**config.mk**
```make
export PLATFORM = sky130hd
export DESIGN_NAME = led_frame_sched
export DESIGN_NICKNAME = d
export VERILOG_FILES = /design/src/rtl/led_frame_sched.sv
export SDC_FILE = /design/constraint.sdc
export NUM_CORES = 2
export LEC_CHECK = 0
export ABC_CLOCK_PERIOD_IN_PS = 10800
export CORE_UTILIZATION = 30
export CTS_CLUSTER_DIAMETER = 50
export CTS_CLUSTER_SIZE = 20
export DETAILED_ROUTE_END_ITERATION = 16
export GPL_TIMING_DRIVEN = 0
export SLEW_MARGIN = 10
export SYNTH_ARGS = -nofsm -noshare
export SYNTH_HDL_FRONTEND = slang
export SYNTH_SLANG_ARGS = --single-unit
```
**constraint.sdc**
```tcl
create_clock -name clk -period 10.8 [get_ports clk]
set_input_delay 3.24 -clock clk [delete_from_list [all_inputs] [get_ports clk]]
set_output_delay 3.24 -clock clk [all_outputs]
set_load 0.02 [all_outputs]
```
**src/rtl/led_frame_sched.sv**
```systemverilog
// Ping-pong frame scheduler for a 64-LED WS2812 chain: CPU fills the back buffer, driver reads the front.
// Optional periodic re-send of the front buffer is enabled with `define LED_AUTO_REFRESH_EN.
module led_frame_sched #(
  parameter int NLEDS          = 64,
  parameter int AW             = 6,
  parameter int DW             = 24,
  parameter int MIN_GAP        = 16,
  parameter int TIMEOUT        = 4000000,
  parameter int REFRESH_CYCLES = 1000000
) (
  input  logic          clk,
  input  logic          rst,
  input  logic          cpu_we,
  input  logic [AW-1:0] cpu_addr,
  input  logic [DW-1:0] cpu_wdata,
  input  logic          swap_req,
  input  logic          err_clr,
  input  logic [AW-1:0] drv_address,
  input  logic          drv_done,
  output logic [DW-1:0] drv_data,
  output logic          drv_init,
  output logic          busy,
  output logic          swap_pending,
  output logic          front_sel,
  output logic [15:0]   frame_cnt,
  output logic          timeout_err,
  output logic [1:0]    fsm_state
);

  // Handshake: drv_init is a one-cycle start pulse; drv_done is a level whose rising edge ends the frame.
  typedef enum logic [1:0] {IDLE = 2'd0, START = 2'd1, WAIT_DONE = 2'd2, GAP = 2'd3} state_t;

  localparam logic [AW:0] NLEDS_W = (AW+1)'(NLEDS);

  state_t        state;
  logic [DW-1:0] mem [2][NLEDS];
  logic          done_q;
  logic          done_rise;
  logic [31:0]   wdog;
  logic [31:0]   gap_cnt;
  logic          wr_ok;
  logic          rd_ok;

  assign fsm_state = state;
  assign done_rise = drv_done & ~done_q;
  assign wr_ok     = ({1'b0, cpu_addr} < NLEDS_W);
  assign rd_ok     = ({1'b0, drv_address} < NLEDS_W);
  assign drv_data  = rd_ok ? mem[front_sel][drv_address] : '0;

  // Writes use the pre-edge front_sel, so a write in the commit cycle lands in the buffer becoming front.
  always_ff @(posedge clk) begin
    if (cpu_we && wr_ok) mem[~front_sel][cpu_addr] <= cpu_wdata;
  end

`ifdef LED_AUTO_REFRESH_EN
  logic [31:0] ref_cnt;
  logic        ref_hit;
  logic        refresh;

  assign ref_hit = (ref_cnt == 32'(REFRESH_CYCLES - 1));

  always_ff @(posedge clk) begin
    if (rst)          ref_cnt <= '0;
    else if (ref_hit) ref_cnt <= '0;
    else              ref_cnt <= ref_cnt + 32'd1;
  end
`endif

  always_ff @(posedge clk) begin
    if (rst) begin
      state        <= IDLE;
      drv_init     <= 1'b0;
      busy         <= 1'b0;
      swap_pending <= 1'b0;
      front_sel    <= 1'b0;
      frame_cnt    <= '0;
      timeout_err  <= 1'b0;
      done_q       <= 1'b0;
      wdog         <= '0;
      gap_cnt      <= '0;
`ifdef LED_AUTO_REFRESH_EN
      refresh      <= 1'b0;
`endif
    end else begin
      done_q   <= drv_done;
      drv_init <= 1'b0;
      if (swap_req) swap_pending <= 1'b1;
      if (err_clr)  timeout_err  <= 1'b0;
      case (state)
        IDLE: begin
          if (swap_pending) begin
            front_sel    <= ~front_sel;
            swap_pending <= swap_req;   // a request on the commit edge stays latched
            state        <= START;
            busy         <= 1'b1;
            drv_init     <= 1'b1;
`ifdef LED_AUTO_REFRESH_EN
            refresh      <= 1'b0;
          end else if (refresh) begin
            state        <= START;
            busy         <= 1'b1;
            drv_init     <= 1'b1;
            refresh      <= 1'b0;
`endif
          end
        end
        START: begin
          wdog  <= 32'(TIMEOUT);
          state <= WAIT_DONE;
        end
        WAIT_DONE: begin
          if (done_rise) begin
            frame_cnt <= frame_cnt + 16'd1;
            gap_cnt   <= 32'(MIN_GAP);
            state     <= GAP;
          end else if (wdog <= 32'd1) begin
            // Timeout is assigned after err_clr so it wins on a same-cycle collision.
            timeout_err <= 1'b1;
            wdog        <= '0;
            gap_cnt     <= 32'(MIN_GAP);
            state       <= GAP;
          end else begin
            wdog <= wdog - 32'd1;
          end
        end
        GAP: begin
          if (gap_cnt <= 32'd1) begin
            gap_cnt <= '0;
            busy    <= 1'b0;
            state   <= IDLE;
          end else begin
            gap_cnt <= gap_cnt - 32'd1;
          end
        end
        default: begin
          busy  <= 1'b0;
          state <= IDLE;
        end
      endcase
`ifdef LED_AUTO_REFRESH_EN
      if (ref_hit) refresh <= 1'b1;
`endif
    end
  end

endmodule
```
After elaboration in Yosys (flattened, before gate mapping)
Memory sizes are Yosys's and may differ from the RTL's. A register that Yosys moved wholly into a read port is not among the register bits.
Cells that the tools add are included.
{"block": "classes", "n_lt_le_gt_ge": 5, "eq_ne": 7, "muxes": 32, "n_reduce_logical": 12, "add_sub_neg": 3, "bitwise": 6}
{"operator": "2-to-1 mux 1536 bit", "n": 1}
{"operator": "2-to-1 mux 32 bit", "n": 5}
{"operator": "binary-select mux 24 bit (select 6 bit)", "n": 1}
{"operator": "demux 24 bit (select 6 bit)", "n": 1}
{"operator": "case mux 32 bit (2 select lines)", "n": 2}
{"operator": "2-to-1 mux 24 bit", "n": 3}
{"operator": "less-or-equal comparator 32 x 1 -> 1 bit, second input constant", "n": 2}
{"operator": "subtractor 32 x 1 -> 32 bit, second input constant", "n": 2}
{"operator": "adder 16 x 1 -> 16 bit, second input constant", "n": 1}
{"operator": ">= comparator 7 bit, second input constant", "n": 2}
{"operator": "NOT 6 -> 7 bit", "n": 2}
{"operator": "2-to-1 mux 1 bit", "n": 13}
{"operator": "2-to-1 mux 2 bit", "n": 4}
{"operator": "case mux 2 bit (4 select lines)", "n": 1}
{"operator": "AND reduction 2 bit", "n": 4}
{"operator": "< comparator 7 x 1 -> 1 bit, second input constant", "n": 1}
{"operator": "inequality test 2 bit, second input constant", "n": 3}
{"operator": "AND reduction 3 bit", "n": 2}
{"operator": "nonzero test 2 bit", "n": 3}
{"operator": "== test 2 bit, second input constant", "n": 2}
{"operator": "inequality test 3 bit, second input constant", "n": 1}
{"operator": "NOT 1 bit", "n": 3}
{"operator": "== test 2 x 1 -> 1 bit, second input constant", "n": 1}
{"operator": "logical NOT 2 bit", "n": 1}
{"operator": "4 further kinds", "n": 4}
{"block": "totals", "ff_bits": 88, "ram_bits": 3072, "out_inout_bits": 47, "memories": 1, "wordCells": 76}
{"name": "mem", "depth": 2, "word_bits": 1536, "read_ports": 1, "rd_clocked_by_memory_dff": 1, "write_ports": 1, "line_no": "36", "source": "logic [DW-1:0] mem [2][NLEDS];"}

Depth between registers and ports, before layout
{"block": "logic_depth", "ltp_word": 6, "mapped_depth": 11, "depth_no_buf": 8}

Worst setup path before layout
OpenSTA, ideal clock, no wires.
{"block": "synth_path", "path_kind": "input to output", "start": "input drv_address[1]", "end": "output drv_data[3]", "path_buffers": 4, "setup_slack_ns": 2.131, "cell_stages": 8, "arrival_ns": 5.429, "cell_sequence": "buf_2 buf_2 buf_1 buf_1 mux4_2 o22ai_1 nor3_1 or4_1"}
{"block": "synth_between", "elab_chain_len": 4}
{"element": "from (decl)", "line_no": "18", "source": "input logic [AW-1:0] drv_address,"}
{"element": "NOT 6 -> 7 bit (not written as such)", "line_no": "48", "source": "assign drv_data = rd_ok ? mem[front_sel][drv_address] : '0;"}
{"element": "binary-select mux 24 bit (select 6 bit)", "line_no": "48"}
{"element": "2-to-1 mux 24 bit (not written as such) (2 in a row)", "line_no": "48"}
{"element": "to (decl)", "line_no": "20", "source": "output logic [DW-1:0] drv_data,"}
No other way between the ends. The select of a mux whose other input is x is not followed.

Worst setup path after layout
{"block": "layout_path", "start": "input drv_address[3]", "end": "output drv_data[1]"}
Same word-level chain as after synthesis.

==> impl_metrics.ini <==
[worst_setup_path]
cp.required_ps = 7560
crit_fanout = 10
r2r_cells = 3
crit_type = in2out
cp-start-kind = input port
crit_arrival_ps = 7680
cp-end-kind = primary output
rrSetupSlack_ps = 6320

[timing]
setup_slack_ps = -124.6
max_freq_mhz = 91.54
skew_ps = 99.91
finalHoldViolCount = 0
period_minus_slack_ps = 10920
finalMaxSlewViolations = 0
max_slew_margin = 0.1069
rsz0062_at_grt = true
worst_pin_slew_ps = 1336
setup_viol = 6
fin_crit_sh = 1.012

[finish]
final_nets = 5948
area_growth_syn_to_layout_pct = 15.92
finish.utilization = 0.3492
fin_cells = 11337
fillers = 36380
finalInstanceArea_um2 = 139400
drive_gt1_frac = 0.2718

[global_routing]
grt_usage = 0.1627
use_met1 = 0.2158
grt_overflow_total = 0
met2_usage = 0.2649
antenna_found_initial = 36
grt_max_degree = 109
grt_pass1_vias = 59501
grtUsageMet3 = 0.02971
grt_pass1_wl_um = 468400
busiest_layer = met2

[routing]
drc = 0
wirelength_um = 337500
ant_nets = 0
vias = 60363
wl_per_cell_um = 29.77
firstDrtPassIters = 8
via_per_inst = 5.324
dr.first_iter.drc_count = 8044

[place]
placed_cells_incl_taps = 10931
placed_cell_area_um2 = 131600
gp_congestion = 0.8429
post-place-ws_ps = -1276
place.port_buffers = 81
hpwlAfterDp_um = 220600

[clock_network]
path_clk_slew_ps = 70
cts.sinks = 3161
cts_tree = built
numCtsBuffers = 230
clk_latency_ps = 970
cts_max_path_buffers = 4
htreeDepth = 4
cts_root_buf = clkbuf_16

[synth]
yosysSeqAreaShare = 0.7821
async_flop_share = 0
synth_nets = 5505
syn-cell-area_um2 = 120200
yosys_register_bits = 3161
syn_avg_cell_area_um2 = 22.04
ys_warn_count = 0
synth-edff-count = 3072
synth_cells = 5454
synth_ff_type = edfxtp_1
synthDistinctLibCells = 60

[flow_run]
drv_cap = 0

[floorplan]
design.core.area_um2 = 399100
die_area_um2 = 403300
die_x_um = 635.1
io_pins = 89
die_h_um = 635.1
start_util = 0.3012
rows = 232

[status]
status = complete, but fails checks
failed_checks = negative setup slack

[power_and_ir_drop]
ir_worst_vdd_v = 0.0001622
power_density_nw_per_um2 = 189.2
p_leak_nw = 41.02

[worst_hold_path]
hold_path_class = reg2reg
min_delay_path_depth = 2
## layout make-up
type	count	area, um2	area share
flip-flops and latches	3161	94030	0.6747
multi-input cells	1957	25930	0.1860
well taps	5265	6588	0.04727
clock buffers	250	5873	0.04214
repair buffers	212	3809	0.02733
plain buffers	321	1569	0.01126
clock inverters	137	1469	0.01054
inverters	14	52.55	0.0003771
diodes	20	50.05	0.0003591
## Yosys cell counts (all sizes together) (8+ instances only)
master     n  share of area
edfxtp  3072           0.77
mux4     768           0.14
o22ai    290          0.015
nor2     220         0.0069
clkbuf   198         0.0062
nor3     126         0.0055
buf      124         0.0057
o221ai    96         0.0070
o31a      96         0.0070
dfxtp     89          0.015
nand2     49         0.0016
or4       32         0.0021
a21oi     30         0.0012
nor4      27         0.0017
nand3     26         0.0011
o21ai     25         0.0010
xor2      23         0.0017
xnor2     19         0.0014
nand4     16        0.00083
inv       14        0.00044
or2       14        0.00073
or3       13        0.00068
ha         9        0.00094
nor2b      8        0.00042
## state kept, by name, summed over array words and instances, names as in the netlist, named ones only
name	cells
mem	3072
gap_cnt	32
wdog	32
frame_cnt	16
fsm_state	2
busy	1
done_q	1
drv_init	1
front_sel	1
swap_pending	1
timeout_err	1
## through the flow
stage | TNS, ps | power [W] | hold WS [ps]
finish | -436.0 | 0.02637 | 468.6
detailed placement | -25450 | 0.01787 | 461.8
global placement | -31920 | 0.01784 | 461.9
global route | -34.43 | 0.02713 | 497.7
CTS | -31.63 | 0.02652 | 471.4
floorplan | 0 | 0.01642 | 439.6
## logic make-up (layout without fill, tap and decap cells)
family	after synthesis	after routing	synth area share
buffers and inverters	336	934	0.01232
DFF	3161	3161	0.7821
muxes	769	769	0.1440
adders and majority gates	9	9	0.0009367
AOI/OAI and AO/OA	582	582	0.03482
and+or+nand+nor	555	555	0.02279
other	0	20	0
xor gates and xnor gates	42	42	0.003060
## worst paths after layout
check,from,to
setup / recovery,drv_address[3],drv_data[1]
hold / removal,gap_cnt[1],gap_cnt[1]
setup reg to reg,front_sel,mem[0][585]
hold reg to reg,gap_cnt[1],gap_cnt[1]
## what timing repair did
item,in CTS,in global routing
setup endpoints to repair,24,16
buffers inserted,0,0
hold buffers,0,0
gates resized for setup,107,15
## cell usage in the layout, fill, tap and decap left out, types with 12 or more instances in the layout
| cell type | count |
|---|---|
| buf_12 | 79 |
| nor3_1 | 89 |
| clkinv_8 | 19 |
| edfxtp_1 | 3072 |
| diode_2 | 20 |
| o21ai_0 | 16 |
| clkinvlp_4 | 14 |
| a21oi_1 | 30 |
| nand2_1 | 46 |
| clkbuf_1 | 163 |
| nor2_4 | 128 |
| or3_1 | 13 |
| inv_1 | 14 |
| o31a_1 | 96 |
| clkbuf_2 | 42 |
| buf_2 | 74 |
| o22ai_1 | 284 |
| nor2_1 | 92 |
| mux4_2 | 768 |
| nor4_1 | 23 |
| clkinv_4 | 13 |
| nand4_1 | 16 |
| buf_16 | 49 |
| xnor2_1 | 19 |
| xor2_1 | 23 |
| clkbuf_16 | 232 |
| buf_4 | 22 |
| clkinv_1 | 12 |
| o221ai_1 | 96 |
| dfxtp_1 | 89 |
| inv_8 | 14 |
| nand3_1 | 24 |
| or4_1 | 26 |
| buf_1 | 16 |
| buf_6 | 35 |
| or2_2 | 14 |
| clkdlybuf4s50_1 | 57 |
| clkinv_2 | 23 |
| inv_6 | 26 |
| nor3_2 | 32 |
## power breakdown
group	total (W)	switching, W	internal, W
Clock	0.00878	0.00451	0.00427
Sequential	0.0136	0.0000939	0.0135
Combinational	0.00397	0.00234	0.00162
## routing by layer
metal | vias to the layer above | part of all wire
met5 | - | 0.00011
met4 | 6 | 0.044
met3 | 515 | 0.089
met2 | 3102 | 0.48
met1 | 32465 | 0.39
li1 | 24275 | -
## worst max-delay path: stages
cell and delay [ps]:
clkdlybuf4s50_1 830, nand2b_1 220, clkbuf_4 450, clkbuf_1 610
o221ai_1 320, o31a_1 220, nor3_1 420, or4_1 600
clkdlybuf4s50_1 740
(Power assumes the default switching activity.)
